File: src/rtl/pcpi_pkg.sv
// Shared definitions for the PCPI initiator and its responders:
// status codes, driver state encoding and common constants.
package pcpi_pkg;

    localparam int PCPI_XLEN            = 32;
    localparam int PCPI_TIMEOUT_DEFAULT = 16;

    typedef enum logic [1:0] {
        PCPI_DONE    = 2'b00,
        PCPI_ILLEGAL = 2'b01,
        PCPI_HANG    = 2'b10
    } pcpi_status_e;

    typedef enum logic [1:0] {
        ST_IDLE = 2'b00,
        ST_BUSY = 2'b01,
        ST_RESP = 2'b10
    } pcpi_state_e;

endpackage

File: src/rtl/pcpi_driver.sv
// PCPI initiator: accepts one command, runs a single PCPI transaction,
// and reports result, status and cycle count on a response channel.
module pcpi_driver
    import pcpi_pkg::*;
#(
    parameter int TIMEOUT  = PCPI_TIMEOUT_DEFAULT,
    parameter int MAX_WAIT = 0,
    parameter int CNT_W    = 16
) (
    input  logic                 clk,
    input  logic                 reset,
    input  logic                 cmd_valid,
    output logic                 cmd_ready,
    input  logic [PCPI_XLEN-1:0] cmd_insn,
    input  logic [PCPI_XLEN-1:0] cmd_rs1,
    input  logic [PCPI_XLEN-1:0] cmd_rs2,
    input  logic [PCPI_XLEN-1:0] cmd_rs3,
    output logic                 pcpi_valid,
    output logic [PCPI_XLEN-1:0] pcpi_insn,
    output logic [PCPI_XLEN-1:0] pcpi_rs1,
    output logic [PCPI_XLEN-1:0] pcpi_rs2,
    output logic [PCPI_XLEN-1:0] pcpi_rs3,
    input  logic                 pcpi_wr,
    input  logic [PCPI_XLEN-1:0] pcpi_rd,
    input  logic                 pcpi_wait,
    input  logic                 pcpi_ready,
    output logic                 rsp_valid,
    input  logic                 rsp_ready,
    output logic                 rsp_wr,
    output logic [PCPI_XLEN-1:0] rsp_rd,
    output logic [1:0]           rsp_status,
    output logic [CNT_W-1:0]     rsp_cycles
);

    localparam int TO_W = $clog2(TIMEOUT + 1);

    pcpi_state_e          state_q;
    pcpi_status_e         end_status;
    logic                 cmd_ready_q;
    logic                 pcpi_valid_q;
    logic                 rsp_valid_q;
    logic                 rsp_wr_q;
    logic                 wait_seen_q;
    logic [PCPI_XLEN-1:0] insn_q;
    logic [PCPI_XLEN-1:0] rs1_q;
    logic [PCPI_XLEN-1:0] rs2_q;
    logic [PCPI_XLEN-1:0] rs3_q;
    logic [PCPI_XLEN-1:0] rsp_rd_q;
    pcpi_status_e         rsp_status_q;
    logic [CNT_W-1:0]     cnt_q;
    logic [CNT_W-1:0]     cnt_d;
    logic [CNT_W-1:0]     rsp_cycles_q;
    logic [TO_W-1:0]      to_q;
    logic [TO_W-1:0]      to_d;
    logic                 claimed;
    logic                 hang_hit;
    logic                 timeout_hit;
    logic                 txn_end;

    // Once the responder has claimed the instruction, the no-wait timeout
    // is disarmed for the rest of the transaction even if wait drops.
    assign cnt_d       = (cnt_q == {CNT_W{1'b1}}) ? cnt_q : cnt_q + CNT_W'(1);
    assign to_d        = to_q + TO_W'(1);
    assign claimed     = pcpi_wait || wait_seen_q;
    assign hang_hit    = (MAX_WAIT != 0) && (cnt_d >= CNT_W'(MAX_WAIT));
    assign timeout_hit = (to_d == TO_W'(TIMEOUT));
    assign txn_end     = pcpi_ready || (claimed && hang_hit) || (!claimed && timeout_hit);

    always_comb begin
        end_status = PCPI_ILLEGAL;
        if (pcpi_ready) begin
            end_status = PCPI_DONE;
        end else if (claimed) begin
            end_status = PCPI_HANG;
        end
    end

    always_ff @(posedge clk) begin
        if (reset) begin
            state_q      <= ST_IDLE;
            cmd_ready_q  <= 1'b0;
            pcpi_valid_q <= 1'b0;
            rsp_valid_q  <= 1'b0;
            rsp_wr_q     <= 1'b0;
            wait_seen_q  <= 1'b0;
            insn_q       <= '0;
            rs1_q        <= '0;
            rs2_q        <= '0;
            rs3_q        <= '0;
            rsp_rd_q     <= '0;
            rsp_status_q <= PCPI_DONE;
            cnt_q        <= '0;
            rsp_cycles_q <= '0;
            to_q         <= '0;
        end else begin
            case (state_q)
                ST_IDLE: begin
                    cmd_ready_q <= 1'b1;
                    if (cmd_valid && cmd_ready_q) begin
                        insn_q       <= cmd_insn;
                        rs1_q        <= cmd_rs1;
                        rs2_q        <= cmd_rs2;
                        rs3_q        <= cmd_rs3;
                        pcpi_valid_q <= 1'b1;
                        cmd_ready_q  <= 1'b0;
                        cnt_q        <= '0;
                        to_q         <= '0;
                        wait_seen_q  <= 1'b0;
                        state_q      <= ST_BUSY;
                    end
                end
                ST_BUSY: begin
                    cnt_q       <= cnt_d;
                    to_q        <= claimed ? '0 : to_d;
                    wait_seen_q <= claimed;
                    if (txn_end) begin
                        pcpi_valid_q <= 1'b0;
                        rsp_valid_q  <= 1'b1;
                        rsp_status_q <= end_status;
                        rsp_wr_q     <= pcpi_ready && pcpi_wr;
                        rsp_rd_q     <= pcpi_ready ? pcpi_rd : '0;
                        rsp_cycles_q <= cnt_d;
                        state_q      <= ST_RESP;
                    end
                end
                ST_RESP: begin
                    if (rsp_ready) begin
                        rsp_valid_q <= 1'b0;
                        cmd_ready_q <= 1'b1;
                        state_q     <= ST_IDLE;
                    end
                end
                default: begin
                    state_q <= ST_IDLE;
                end
            endcase
        end
    end

    assign cmd_ready  = cmd_ready_q;
    assign pcpi_valid = pcpi_valid_q;
    assign pcpi_insn  = insn_q;
    assign pcpi_rs1   = rs1_q;
    assign pcpi_rs2   = rs2_q;
    assign pcpi_rs3   = rs3_q;
    assign rsp_valid  = rsp_valid_q;
    assign rsp_wr     = rsp_wr_q;
    assign rsp_rd     = rsp_rd_q;
    assign rsp_status = rsp_status_q;
    assign rsp_cycles = rsp_cycles_q;

endmodule

File: config.mk
export PLATFORM = sky130hd
export DESIGN_NAME = pcpi_driver
export DESIGN_NICKNAME = d
export VERILOG_FILES = /design/src/rtl/pcpi_pkg.sv /design/src/rtl/pcpi_driver.sv
export SDC_FILE = /design/constraint.sdc
export NUM_CORES = 1
export LEC_CHECK = 0
export BUFFER_PORTS_ARGS = -buffer_cell sky130_fd_sc_hd__buf_4
export CORE_AREA = 2 2 135 137
export CTS_CLUSTER_DIAMETER = 60
export DETAILED_ROUTE_END_ITERATION = 12
export DIE_AREA = 0 0 137 139
export PLACE_DENSITY = 0.75
export SYNTH_ARGS = -nofsm -noshare
export SYNTH_HDL_FRONTEND = slang
export SYNTH_SLANG_ARGS = --single-unit
export TNS_END_PERCENT = 5
File: constraint.sdc
create_clock -name clk -period 3 [get_ports clk]
set_clock_uncertainty 0.1 [all_clocks]
set_input_delay 0 -clock clk [delete_from_list [all_inputs] [get_ports clk]]
set_output_delay 0 -clock clk [all_outputs]
set_load 0.01 [all_outputs]
After elaboration in Yosys (flattened, before gate mapping)
Index checks and enable logic that the tools add are counted.
{ "classes": {"n_eq_ne": 7, "n_reduce_logical": 17, "add_sub_neg": 2, "n_mul": 0, "order_cmp": 0, "bitwise_logic": 0, "shift": 0, "div_mod_pow": 0, "n_mux": 24} }
{ "op_table": {"columns": ["operator", "n"], "rows": [
  ["$mux W16", 2],
  ["$mux W32", 1],
  ["$pmux W16 S2", 1],
  ["$add A16 B1 Y16 const B", 1],
  ["$eq A16 B16 Y1 const B", 1],
  ["$mux W2", 5],
  ["$mux W5", 2],
  ["$pmux W5 S2", 1],
  ["$reduce_and A3 Y1", 3],
  ["$pmux W1 S2", 4],
  ["$reduce_and A2 Y1", 4],
  ["$mux W1", 7],
  ["$ne A2 B2 Y1 const B", 3],
  ["$pmux W2 S3", 1],
  ["$reduce_bool A2 Y1", 3],
  ["$add A5 B1 Y5 const B", 1],
  ["$eq A5 B5 Y1 const B", 1],
  ["$logic_and A1 B1 Y1", 3],
  ["$eq A2 B1 Y1 const B", 1],
  ["$eq A2 B2 Y1 const B", 1],
  ["$logic_not A2 Y1", 1],
  ["$logic_or A1 B1 Y1", 2],
  ["$logic_not A1 Y1", 1]
]} }
{ "totals": {"mem_bits_ro": 0, "latchBits": 0, "input_bits": 167, "out_inout_bits": 182, "register_bits": 206, "wordCells": 65, "mem_bits_rw": 0, "n_memories": 0} }

Depth between registers and ports, before layout
Gate-level depths: netlist of the first run.
{ "depth": {"ltp_word": 6, "depth_mapped": 7, "mapped_depth_nobuf": 6} }

Worst setup path after synthesis of the first run
Ideal clock, no wire load.
{ "synth_path": {"path_type": "reg-to-reg", "start": "register cnt_q[1]", "end": "register cnt_q[12]", "setup_slack_ns": 0.987, "required_ns": 2.772, "n_path_buf": 1, "path_stages_with_launch": 8, "arrival_ns": 1.786, "synth_period_minus_slack_ns": 2.013, "cell_sequence": "dfxtp_1 -> ha_1 -> buf_2 -> nand4_1 -> nor4_1 -> mux2_2 -> a22oi_1 -> nor2_1"} }
{ "synth_between": {"elab_chain_cells": 3} }
{ "synth_lines": {"columns": ["item", "line_no", "text"], "rows": [
  ["start, declared", "pcpi_driver.sv:50", "logic [CNT_W-1:0] cnt_q;"],
  ["start signal, assigned", "pcpi_driver.sv:113", "cnt_q <= cnt_d;"],
  ["$add A16 B1 Y16 / $eq A16 B16 Y1 (equally long branches)", "pcpi_driver.sv:62", "assign cnt_d = (cnt_q == {CNT_W{1'b1}}) ? cnt_q : cnt_q + CNT_W'(1);"],
  ["$mux W16 (*)", "pcpi_driver.sv:62", null],
  ["$pmux W16 S2 (*)", "pcpi_driver.sv:96", "case (state_q)"]
]} }
Mark *: on every way between the ends. The rest lies on a longest branch, timed or not.
A chain may end at the register's enable or synchronous reset.

Final worst setup path of the first run
{ "layout_path": {"start": "register to_q[0]", "end": "register state_q[1]"} }
{ "layout_between": {"elab_chain_cells": 6} }
{ "layout_lines": {"columns": ["item", "line_no", "text"], "rows": [
  ["start, declared", "pcpi_driver.sv:53", "logic [TO_W-1:0] to_q;"],
  ["start signal, assigned", "pcpi_driver.sv:114", "to_q <= claimed ? '0 : to_d;"],
  ["$add A5 B1 Y5", "pcpi_driver.sv:63", "assign to_d = to_q + TO_W'(1);"],
  ["$eq A5 B5 Y1", "pcpi_driver.sv:66", "assign timeout_hit = (to_d == TO_W'(TIMEOUT));"],
  ["$logic_and A1 B1 Y1", "pcpi_driver.sv:67", "assign txn_end = pcpi_ready || (claimed && hang_hit) || (!claimed && timeout_hit);"],
  ["$logic_or A1 B1 Y1", "pcpi_driver.sv:67", null],
  ["$ne A2 B2 Y1 (no line)", null, null],
  ["$reduce_and A3 Y1 (no line)", null, null],
  ["end signal, assigned", "pcpi_driver.sv:80", "state_q <= ST_IDLE;"],
  ["end signal, assigned", "pcpi_driver.sv:109", "state_q <= ST_BUSY;"],
  ["end signal, assigned", "pcpi_driver.sv:123", "state_q <= ST_RESP;"],
  ["end, declared", "pcpi_driver.sv:37", "pcpi_state_e state_q;"]
]} }
Every way passes these cells.

==> results, run 1 <==
- The run finished with clean final reports.
- Dividing the final minimum period by the clock period gives 88.1%.
- The core occupancy in the finished layout is 74.2%.
- The peak fanout along the critical path is 15.
- In this run, the number of DRC markers left after iteration 0 of detailed routing was 572.
- The number of distinct library cells after synthesis is 53.
- The critical path is of the reg -> reg type.
- The instance count of the mapped netlist is 914.
- The most used flip-flop cell after synthesis is sky130_fd_sc_hd__dfxtp_1.
- The number of warning messages in the yosys log is 0.
- For this run, the total global-route usage over all layers was measured as 30.5%.
- From left edge to right edge, the die measures 137 um.
- Of the total synthesized cell area, the portion taken by full adders, half adders and majority gates is 0.489%.
- The maximum root-to-sink buffer count is 3.
- The final setup TNS is 0 ns.
- The internal portion of the total power is 5.23 mW.
- The part of the total power dissipated in the clock network is 43.8%.
- In the final design database the tool counted 1586 nets.
- The global route total overflow is 0.
- The total number of clock tree sinks is 206.
- The data required time at the worst endpoint is 3.37 ns.
- The synthesized netlist devotes 0.782% of its cell area to XOR and XNOR gates.
- Summed over all nets, the switching power comes to 1.72 mW.
- The die covers 0.0190 sq mm.
- The final-report setup violation count is 0.
- For the pin with the worst max-slew slack, the measured transition is 0.763 ns.
- For this design the static power due to leakage is 5.61 nW.
- The shortest period the worst path allows is 2.64 ns.
- The number of placed I/O pins is 349.
- Counting cells, the worst reg-to-reg path comes to 8.
- The first-pass GRT wire length is 46.5 mm.
- The net switching fraction of the power is 24.8%.
- The instance count along the most critical hold path is 3.
- The synthesized netlist occupies a cell area of 0.00768 sq mm.
- The post-route netlist has 29.1% of its cells at a drive strength greater than 1.
- The clock-pin slew of the registers on the worst-case setup and hold paths is 0.06 ns.
- The finished cells cover 0.0131 sq mm.
- The post-synth net total is 1084.
- The number of I/O port buffers is 348.
- The final count of hold timing violations is 0.
- In this run the core area contains 49 standard-cell rows.
- STA classifies the critical path endpoint as a flip-flop.
- STA classifies the critical path startpoint as a flip-flop.
- The synthesized netlist devotes 20.8% of its cell area to compound gates.
- After synthesis, the share of flip-flops with an asynchronous set or reset is 0%.
- TritonCTS created 24 clock buffers.
- For this configuration, the core starts out at a cell density of 43.5%.
- The number of pins exceeding their max-slew limit in the final report is 0.
- The mux contribution to synthesized area is 0.538%.
- The total number of vias is 8846.
- Before antenna repair, the detailed router went through 5 iterations.
- Yosys mapped a number of flops with a built-in enable equal to 0.
- The number of gates given a new drive strength after cts is 0.
- The chip height is 139 um.
- The top achievable clock speed is 378 MHz.
- The power per cell area is 531 mW/mm^2.
- At the later pin of the worst-skew pair, clock insertion delay measures 0.52 ns.
- The CTS tree is yes.
- Summing all placed instances gives a cell area of 0.0104 sq mm.
- The post-detailed-route DRC marker count is 0.
- The portion of total power attributed to sequential cells is 41.9%.
- The number of nets with antenna violations after routing is 0.
- The count of state elements after synthesis is 206.
- The max-capacitance violation count is 0.
- The master cell of the clock root buffer is sky130_fd_sc_hd__clkbuf_16.
- The combinational cell fraction of total power is 14.2%.
- The relative area change from synthesis to final layout is 70.7%.
- The H-tree depth is 1.
- Data arrives at the worst endpoint at 3.01 ns.
- The per-instance average area after synthesis is 8.40 sq um.
- The library cell used most frequently in the layout, excluding fill and tap cells, is sky130_fd_sc_hd__buf_4.
- The via count of the first global-routing pass is 8946.
- For this run, the register share of the synthesized area comes to 53.7%.
- The maximum vdd drop is 470 uV.
- Leaving out fill and tap cells, the most frequent cells in the layout are 358 x sky130_fd_sc_hd__buf_4, 276 x sky130_fd_sc_hd__nand2_1, 206 x sky130_fd_sc_hd__dfxtp_1.
- By area, the combinational part of the netlist is dominated by compound AO/OA/AOI/OAI gates.
- Setup repair after global routing left no endpoint under its margin.
- The total routed wirelength is 30.1 mm.
- The synthesized netlist devotes 19.3% of its cell area to simple gates.
- The min-delay analysis places its worst path in the category in -> reg.
- The HPWL after detailed placement is 17.0 mm.
- Entering global routing, the biggest net connects 110 pins.
- The mean number of vias per cell is 5.32.
- The worst slew margin relative to its limit is 49.2%.
- The initial antenna violation count is 1.
- The region available for standard cell placement spans 0.0177 sq mm.
- In the final routed layout, each cell accounts on average for 18.1 um.
- Routability-driven placement finished with a final weighted congestion of 0.863.
## synth_stat cells (2+ instances only)
cell	n	share of area (%)
sky130_fd_sc_hd__or2_2	2	0.16
sky130_fd_sc_hd__nand2_1	276	13
sky130_fd_sc_hd__nor3_1	11	0.72
sky130_fd_sc_hd__xnor2_1	4	0.46
sky130_fd_sc_hd__dfxtp_1	206	54
sky130_fd_sc_hd__a31oi_1	6	0.49
sky130_fd_sc_hd__nand3b_1	3	0.29
sky130_fd_sc_hd__a21o_1	3	0.29
sky130_fd_sc_hd__nand2b_1	2	0.16
sky130_fd_sc_hd__mux2i_1	3	0.39
sky130_fd_sc_hd__a22o_1	33	3.8
sky130_fd_sc_hd__a22oi_1	7	0.68
sky130_fd_sc_hd__and2_1	4	0.33
sky130_fd_sc_hd__a41oi_1	2	0.23
sky130_fd_sc_hd__o31ai_1	2	0.20
sky130_fd_sc_hd__o211a_1	3	0.39
sky130_fd_sc_hd__o21ai_0	19	1.2
sky130_fd_sc_hd__ha_1	3	0.49
sky130_fd_sc_hd__inv_1	5	0.24
sky130_fd_sc_hd__nor2_2	3	0.24
sky130_fd_sc_hd__a211oi_1	3	0.29
sky130_fd_sc_hd__a311oi_1	7	0.80
sky130_fd_sc_hd__buf_2	14	0.91
sky130_fd_sc_hd__nand4_1	10	0.81
sky130_fd_sc_hd__nor2_1	20	0.98
sky130_fd_sc_hd__clkbuf_1	53	2.6
sky130_fd_sc_hd__a21oi_1	156	10
sky130_fd_sc_hd__o2111ai_1	6	0.68
sky130_fd_sc_hd__and3_1	2	0.16
sky130_fd_sc_hd__buf_6	3	0.44
sky130_fd_sc_hd__nand3_1	21	1.4
## power by group through the flow
| stage | Sequential, mW | Combinational [mW] | Clock, mW |
|---|---|---|---|
| floorplan | 3.01 | 0.280 | 0 |
| global placement | 2.96 | 0.742 | 0 |
| detailed placement | 2.97 | 0.750 | 0 |
| CTS | 2.91 | 0.953 | 3.09 |
| global route | 2.93 | 1.06 | 3.22 |
| finish | 2.92 | 0.989 | 3.05 |
## metal layers
metal  global-route usage [%]  part of all wire, %
met5                        0                    0
met4                     17.4                  5.9
met3                     8.33                  9.3
met2                     49.6                   47
met1                     35.9                   37
## cell type report
| cell class | count | area [sq um] |
|---|---|---|
| antenna | 1 | 2.50 |
| clock buffer | 28 | 636 |
| clock inverter | 14 | 190 |
| fill | 1131 | 4550 |
| inverter | 5 | 18.8 |
| multi-input combinational | 631 | 3240 |
| sequential | 206 | 4120 |
| tap | 229 | 287 |
| timing repair buffer | 548 | 4610 |
## metrics by stage
step / worst slack [ns] / total power [mW] / hold slack [ns] / std cells
6_report: 0.357 / 6.95 / 0.134 / 1662
4_1_cts: 0.367 / 6.95 / 0.112 / 1661
5_1_grt: 0.219 / 7.21 / 0.135 / 1662
3_5_place_dp: 0.641 / 3.72 / 0.115 / 1431
3_3_place_gp: 0.694 / 3.71 / 0.109 / 1431
2_1_floorplan: 0.987 / 3.29 / 0.0255 / 914
## flip-flops by register name, indices dropped and copies added, names as in the netlist
name / count
pcpi_rs1: 32
pcpi_insn: 32
rsp_rd: 32
state_q: 2
cmd_ready: 1
pcpi_rs2: 32
pcpi_valid: 1
wait_seen_q: 1
rsp_wr: 1
rsp_status: 2
rsp_valid: 1
cnt_q: 16
to_q: 5
pcpi_rs3: 32
rsp_cycles: 16
## logic make-up (layout without fill, tap and decap cells)
kind of cell	count (synthesis)	count (layout)
XOR/XNOR	6	6
adder cells (fa/ha/maj)	3	3
buffers and inverters	77	595
other	0	1
flip-flops	206	206
multiplexers	4	4
AND/OR/NAND/NOR	360	360
AO/OA/AOI/OAI	258	258
## worst max-delay path: stages (launching register included)
cell                            delay, ns
sky130_fd_sc_hd__dfxtp_1             0.40
sky130_fd_sc_hd__ha_1                0.24
sky130_fd_sc_hd__nand3_1             0.11
sky130_fd_sc_hd__xor2_1              0.22
sky130_fd_sc_hd__o31ai_4             0.34
sky130_fd_sc_hd__buf_4               0.28
sky130_fd_sc_hd__nand2_1             0.17
sky130_fd_sc_hd__a21oi_1             0.18
sky130_fd_sc_hd__dlygate4sd3_1       0.56
## final timing paths
path / from / end / slack [ns]
hold / removal: pcpi_rd[29] / rsp_rd[29] / 0.13
setup / recovery: to_q[0] / state_q[1] / 0.36
hold reg to reg: pcpi_rs3[15] / pcpi_rs3[15] / 0.35
setup reg to reg: to_q[0] / state_q[1] / 0.36
## repair_timing
item	4_1_cts	5_1_grt
hold buffers	188	0
endpoints found under the setup margin	0	0
buffers inserted	0	0
hold endpoints to repair	201	0
No activity file was read; power rests on OpenSTA's default activity.
==> inputs of run 2 (changes only) <==
Settings changed: CELL_PAD_IN_SITES_DETAIL_PLACEMENT from default to 0, CELL_PAD_IN_SITES_GLOBAL_PLACEMENT from default to 1, CORE_AREA 2 2 135 137 to default, CORE_UTILIZATION from default to 36, DIE_AREA 0 0 137 139 to default, PLACE_DENSITY 0.75 to default, PLACE_DENSITY_LB_ADDON from default to 0.1.
==> run 2 against run 1 <==
Final cell count is 1.8% higher. Via count is 8.5% lower. Global-route usage is 7.2 points lower. Sequential share of layout area is 0.30 points higher. Highest routed layer unchanged. Clock power hardly changed. Worst hold slack better by 0.015 ns.
==> results, run 2 (same netlist as run 1, synthesis figures left out) <==
- The flow ran to the end, and the final reports show no timing, DRC or antenna violations.
- The path class of the lowest-slack min-delay path is in -> reg.
- Setup repair after global routing left no endpoint under its margin.
- The maximum root-to-sink buffer count is 3.
- Counting the fill cells in the layout gives 1816.
- The routed layout has 8096 vias.
- The detail route stage leaves a number of antenna-violating nets equal to 0.
- The initial antenna violation count is 1.
- Once detailed placement completed, the half-perimeter wirelength came to 17.3 mm.
- The master cell of the clock root buffer is sky130_fd_sc_hd__clkbuf_16.
- The number of setup buffers added after CTS is 0.
- Row generation in the floorplan step produced 53 rows.
- Counting the buffers created by CTS gives 24.
- The max-capacitance violation count is 0.
- The peak fanout along the critical path is 15.
- The worst setup timing slack at the placement stage is 0.620 ns.
- The average wire length per cell after detail routing is 15.8 um.
- The maximum vdd drop is 413 uV.
- In the layout the commonest cells are 360 x sky130_fd_sc_hd__buf_4, 276 x sky130_fd_sc_hd__nand2_1, 206 x sky130_fd_sc_hd__dfxtp_1.
- For this run the aggregate overflow at the end of global routing stands at 0.
- The clock latency on the worst-skew pair is 0.51 ns.
- Walking the worst path, the cells encountered are ha_1 -> nand3_1 -> xor2_1 -> o31a_1 -> nor2_1 -> a31o_2.
- The power per cell area is 530 mW/mm^2.
- Data on the critical path arrives at its endpoint at 2.69 ns.
- The total routed wirelength is 26.8 mm.
- Among cell families on the critical path, the largest total delay comes from compound AO/OA/AOI/OAI gates.
- The number of placed I/O pins is 349.
- The clock-pin slew of the registers on the worst-case setup and hold paths is 0.06 ns.
- The highest cell delay on the worst timing path is 0.60 ns.
- For the pin with the worst max-slew slack, the measured transition is 0.923 ns.
- The kind of launch point of the worst setup path is a flip-flop.
- The final worst setup slack is 0.618 ns.
- Together, buffers and inverters on the worst path number 0.
- At the worst endpoint, the required time is 3.31 ns.
- After clock tree synthesis, the repair step resized 0 gates.
- For this run, the post-layout net count is 1568.
- The final count of hold timing violations came to 0.
- The first-pass GRT wire length is 41.3 mm.
- Leaving out fill and tap cells, the most frequent cell in the layout is sky130_fd_sc_hd__buf_4.
- The area growth from synthesis to layout is 69.1%.
- The die is 148 um tall.
- The area inside the core boundary is 0.0210 sq mm.
- The layout cell share with drive strength beyond 1 is 29.2%.
- In the routed layout, each cell is associated on average with a via count of 4.78.
- The worst slew margin relative to its limit is 38.5%.
- The number of I/O port buffers is 348.
- The die covers 0.0219 sq mm.
- Measured along the x axis, the die boundary spans 148 um.
- The CTS tree is yes.
- The static leakage power is 5.49 nW.
- The share of the clock period used by the worst path is 79.4%.
- The H-tree depth is 1.
- The clock net in this run drives a total of 206 sinks.
- The all-layer global routing usage is 23.3%.
- The critical path is of the reg -> reg type.
- The top achievable clock speed is 420 MHz.
- The via count of the first global-routing pass was 7644.
- The smallest clock period supported by the final layout is computed as 2.38 ns.
- STA classifies the critical path endpoint as a flip-flop.
- The effective utilization at floorplan is 36.6%.
- The number of pins exceeding their max-slew limit in the final report is 0.
- Entering global routing, the biggest net connects 102 pins.
- The congestion estimate from routability-driven global placement came to 0.807.
- Setup violations remaining at the end of the flow were counted as 0.
- The post-detailed-route DRC marker count is 0.
- In this run, the number of DRC markers left after iteration 0 of detailed routing was 332.
- The final setup TNS is 0 ns.
- The cell with the largest stage delay on the worst path is sky130_fd_sc_hd__o31a_1.
- The iteration count of the initial detailed-routing pass is 5.
[run 2: cell count changes in the layout (fill, tap and decap cells not counted), sizes merged]
| cell | change |
|---|---|
| clkinv | -6 |
| buf | +2 |
| clkinvlp | -2 |
| clkbuf | +13 |
| bufinv | -2 |
| dlygate4sd3 | -20 |
| inv | -1 |
[run 2: cell type report]
type                    count  area [sq um]  share of cell area [%]
clock buffers              41           766                    5.90
multi-input cells         631          3240                    24.9
inverters                   5          18.8                   0.145
repair buffers            530          4420                    34.1
flip-flops and latches    206          4120                    31.8
diodes                      1          2.50                  0.0193
well taps                 275           344                    2.65
clock inverters             3          65.1                   0.501
[run 2: routing by layer]
| metal | vias to the layer above | wire [um] | global-route usage [%] |
|---|---|---|---|
| li1 | 4106 | - | - |
| met5 | - | 0 | 0 |
| met1 | 3680 | 11300 | 29.2 |
| met4 | 0 | 635 | 7.16 |
| met2 | 264 | 12800 | 39.4 |
| met3 | 46 | 1940 | 5.59 |
[run 2: worst reg2reg max path, stage by stage (launching register included)]
cell and delay [ns]:
sky130_fd_sc_hd__dfxtp_1 0.40, sky130_fd_sc_hd__ha_1 0.25, sky130_fd_sc_hd__nand3_1 0.11, sky130_fd_sc_hd__xor2_1 0.40
sky130_fd_sc_hd__o31a_1 0.60, sky130_fd_sc_hd__nor2_1 0.18, sky130_fd_sc_hd__a31o_2 0.26
[run 2: power by group]
part           leakage [nW]  internal [mW]  switching, mW
Clock                 0.407           1.89           1.13
Sequential             1.67           2.85         0.0615
Combinational          3.41          0.506          0.435
[run 2: final timing paths]
| path | start | end | slack, ns | cells past startpoint |
|---|---|---|---|---|
| worst max-delay path | to_q[0] | rsp_cycles[0] | 0.62 | 6 |
| worst max register to register | to_q[0] | rsp_cycles[0] | 0.62 | 6 |
| worst min register to register | pcpi_insn[31] | pcpi_insn[31] | 0.35 | 2 |
| worst min-delay path | pcpi_rd[12] | rsp_rd[12] | 0.15 | 3 |
[run 2: through the flow]
step / cells / power [mW] / hold WS, ns / util [%] / cell area (sq um)
finish: 1692 / 6.88 / 0.149 / 61.9 / 13000
CTS: 1691 / 6.96 / 0.124 / 61.9 / 13000
global route: 1692 / 7.15 / 0.146 / 61.9 / 13000
global placement: 1479 / 3.72 / 0.109 / 49.9 / 10500
floorplan: 914 / 3.29 / 0.0255 / - / 7680
detailed placement: 1479 / 3.72 / 0.114 / 49.9 / 10500
[run 2: what timing repair did]
action	CTS	global route
hold buffers	168	0
endpoints found under the setup margin	0	0
endpoints found under the hold margin	186	0
==> inputs of run 3 (changes only) <==
Settings changed: CORE_UTILIZATION 36 to 33.
Clock period 3 ns to 2.4 ns, I/O delays scaled along.
==> run 3 against run 2 <==
Worst setup slack worse by 0.48 ns. Maximum frequency up 5.1%. First-iteration DRC count grew 26%. Worst hold slack worse by 0.00081 ns. Critical path type unchanged. Critical endpoint is now pcpi_rs1[18]. Largest cell class unchanged. Largest power group unchanged.
==> results, run 3 (same netlist as run 1, synthesis figures left out) <==
- The max-capacitance violation count is 0.
- The transition time of the tightest slew-check pin is 0.625 ns.
- The endpoint of the worst-slack reg-to-reg timing path is pcpi_rs1[18].
- The shortest period the worst path allows is 2.27 ns.
- STA classifies the critical path startpoint as a flip-flop.
- The effective utilization at floorplan is 33.8%.
- The number of clock buffers added by TritonCTS is 26.
- Counting along the longest clock path gives a buffer depth of 3.
- The iteration count of the initial detailed-routing pass is 6.
- The run finished with clean final reports.
- Setup repair after global routing could not meet its margin everywhere.
- The first-pass GRT wire length is 41.0 mm.
- Once detail routing completed, the nets flagged for antenna violations numbered 0.
- For this run, the slowest stage of the critical path takes 0.59 ns.
- The average wire length per cell after detail routing is 15.6 um.
- The global route total overflow is 0.
- The maximum vdd drop is 463 uV.
- Leaving out fill and tap cells, the most frequent cell in the layout is sky130_fd_sc_hd__buf_4.
- The relative area change from synthesis to final layout is 73.1%.
- The number of inserted filler cells in the final layout is 2086.
- The initial antenna violation count is 0.
- The worst register-to-register path has a depth of 6.
- The critical path goes through buf_4 -> or3_4 -> buf_12 -> nand2_1 -> a21oi_1 -> dlygate4sd3_1.
- 349 I/O pins were placed.
- The core region is 0.0227 sq mm.
- The total number of vias is 8224.
- The final count of hold timing violations is 0.
- Setup violations remaining at the end of the flow were counted as 0.
- The worst hold path terminates at rsp_rd[20].
- TritonCTS built the clock tree.
- The post-route worst hold slack is 0.148 ns.
- The static leakage power is 5.64 nW.
- The total half-perimeter wirelength after legalization and detailed placement is 17.4 mm.
- STA puts the critical path data arrival time at 2.56 ns.
- The number of antenna diodes in the final layout is 0.
- The worst setup timing slack at the placement stage is -0.000314 ns.
- The total die area is 0.0239 sq mm.
- In the layout the commonest cells are 363 x sky130_fd_sc_hd__buf_4, 276 x sky130_fd_sc_hd__nand2_1, 206 x sky130_fd_sc_hd__dfxtp_1.
- The instance count along the most critical hold path is 3.
- The path class of the lowest-slack min-delay path is in -> reg.
- Counting every sink on the clock net gives 206.
- Data on the critical path is required at its endpoint by 2.69 ns.
- The final weighted congestion of routability-driven global placement is 0.781.
- The worst slew margin relative to its limit is 58.4%.
- In this run the core area contains 55 standard-cell rows.
- The slack of the worst reg-to-reg path is 0.13 ns.
- The clock-pin slew of the registers on the worst-case setup and hold paths is 0.06 ns.
- The final layout contains routed wiring with a total length of 26.9 mm.
- The all-layer global routing usage is 21.2%.
- The core occupancy in the finished layout is 58.5%.
- Entering global routing, the biggest net connects 126 pins.
- The chip height is 155 um.
- The via count of the first global-routing pass is 7774.
- After detailed routing, the number of remaining DRC violations is 0.
- The final worst setup slack is 0.133 ns.
- The overall die width is 155 um.
- The peak fanout along the critical path is 39.
- The master cell of the clock root buffer is sky130_fd_sc_hd__clkbuf_16.
- Dividing total power by cell area gives a power density of 693 mW/mm^2.
- The clock latency on the worst-skew pair is 0.51 ns.
- The layout net count is 1582.
- In this run the most critical hold path is launched from pcpi_rd[20].
- The number of pins exceeding their max-slew limit in the final report is 0.
- The critical setup path kind is reg -> reg.
- The total instance count after detailed placement is 1495.
- The number of I/O port buffers is 348.
- In the final layout, the share of cells above drive strength 1 is 30.1%.
- The endpoint class of the critical path is a flip-flop.
- The share of the clock period used by the worst path is 94.5%.
- The top achievable clock speed is 441 MHz.
- The cell with the largest stage delay on the worst path is sky130_fd_sc_hd__or3_4.
- After the flow finishes, the layout carries non-filler instances totaling 1716.
- For this block, the initial DRC count from the detailed router was 418.
- The mean number of vias per cell is 4.79.
- The H-tree depth is 1.
- In this run the critical register-to-register path is launched from state_q[1].
-- run 3: changes by cell type in the layout (fill, tap and decap cells not counted), sizes merged --
| cell | before | now |
|---|---|---|
| a21oi | 157 | 158 |
| buf | 362 | 368 |
| bufinv | 2 | 6 |
| clkbuf | 41 | 34 |
| clkinv | 1 | 5 |
| diode | 1 | 0 |
| dlygate4sd3 | 168 | 173 |
| inv | 5 | 7 |
-- run 3: how the worst max path moves through the flow --
stage | end | slack (ns) | cells after the start | from
after floorplan | cnt_q[12] | 0.39 | 7 | cnt_q[1]
after global placement | rsp_rd[21] | 0.03 | 6 | to_q[1]
after detailed placement | rsp_rd[15] | -0.0003 | 6 | to_q[1]
after CTS | rsp_cycles[11] | 0.08 | 7 | to_q[1]
after global routing | pcpi_rs1[18] | -0.004 | 6 | state_q[1]
final | pcpi_rs1[18] | 0.13 | 6 | state_q[1]
-- run 3: final cells by class --
class	count	area, sq um	share of cell area (%)
clock inverters	13	225	1.70
clock buffers	34	762	5.74
multi-input cells	632	3250	24.5
inverters	5	18.8	0.141
flip-flops and latches	206	4120	31.0
repair buffers	541	4550	34.2
well taps	285	357	2.68
-- run 3: worst max-delay path: cells and delay by family, from the launching register on --
kind	cells	cell delay [ns]
AO/OA/AOI/OAI	1	0.06
AND/OR/NAND/NOR	2	0.67
flip-flops	1	0.30
buffers and inverters	3	1.02
-- run 3: report_power, final --
| group | total [mW] | internal (mW) | switching (mW) |
|---|---|---|---|
| registers | 3.63 | 3.56 | 0.0706 |
| clock network | 4.37 | 2.88 | 1.50 |
| logic | 1.20 | 0.648 | 0.556 |
| total | 9.21 | 7.08 | 2.12 |
-- run 3: through the flow --
step                power [mW]  setup TNS (ns)  cell area (sq um)
floorplan                 4.11               0               7680
global placement          4.66               0              10500
detailed placement        4.67       -0.000314              10500
CTS                       9.34               0              13300
global route              9.57        -0.00431              13300
finish                    9.21               0              13300
-- run 3: per-layer routing --
layer / track usage (%) / up-vias / share of wire (%) / wire (um)
met1: 25.8 / 3756 / 43 / 11500
met2: 37.1 / 263 / 48 / 12900
met3: 4.31 / 52 / 6.3 / 1700
li1: - / 4153 / - / -
met5: 0 / - / 0 / 0
met4: 7.31 / 0 / 3.0 / 796
-- run 3: what timing repair did --
| action | 4_1_cts | 5_1_grt |
|---|---|---|
| setup endpoints to repair | 30 | 3 |
| endpoints found under the hold margin | 191 | 0 |
| gates cloned | 1 | 0 |
| resized for setup | 1 | 1 |
| hold buffers | 173 | 0 |
| buffers inserted | 0 | 0 |
| pin swaps | 1 | 1 |
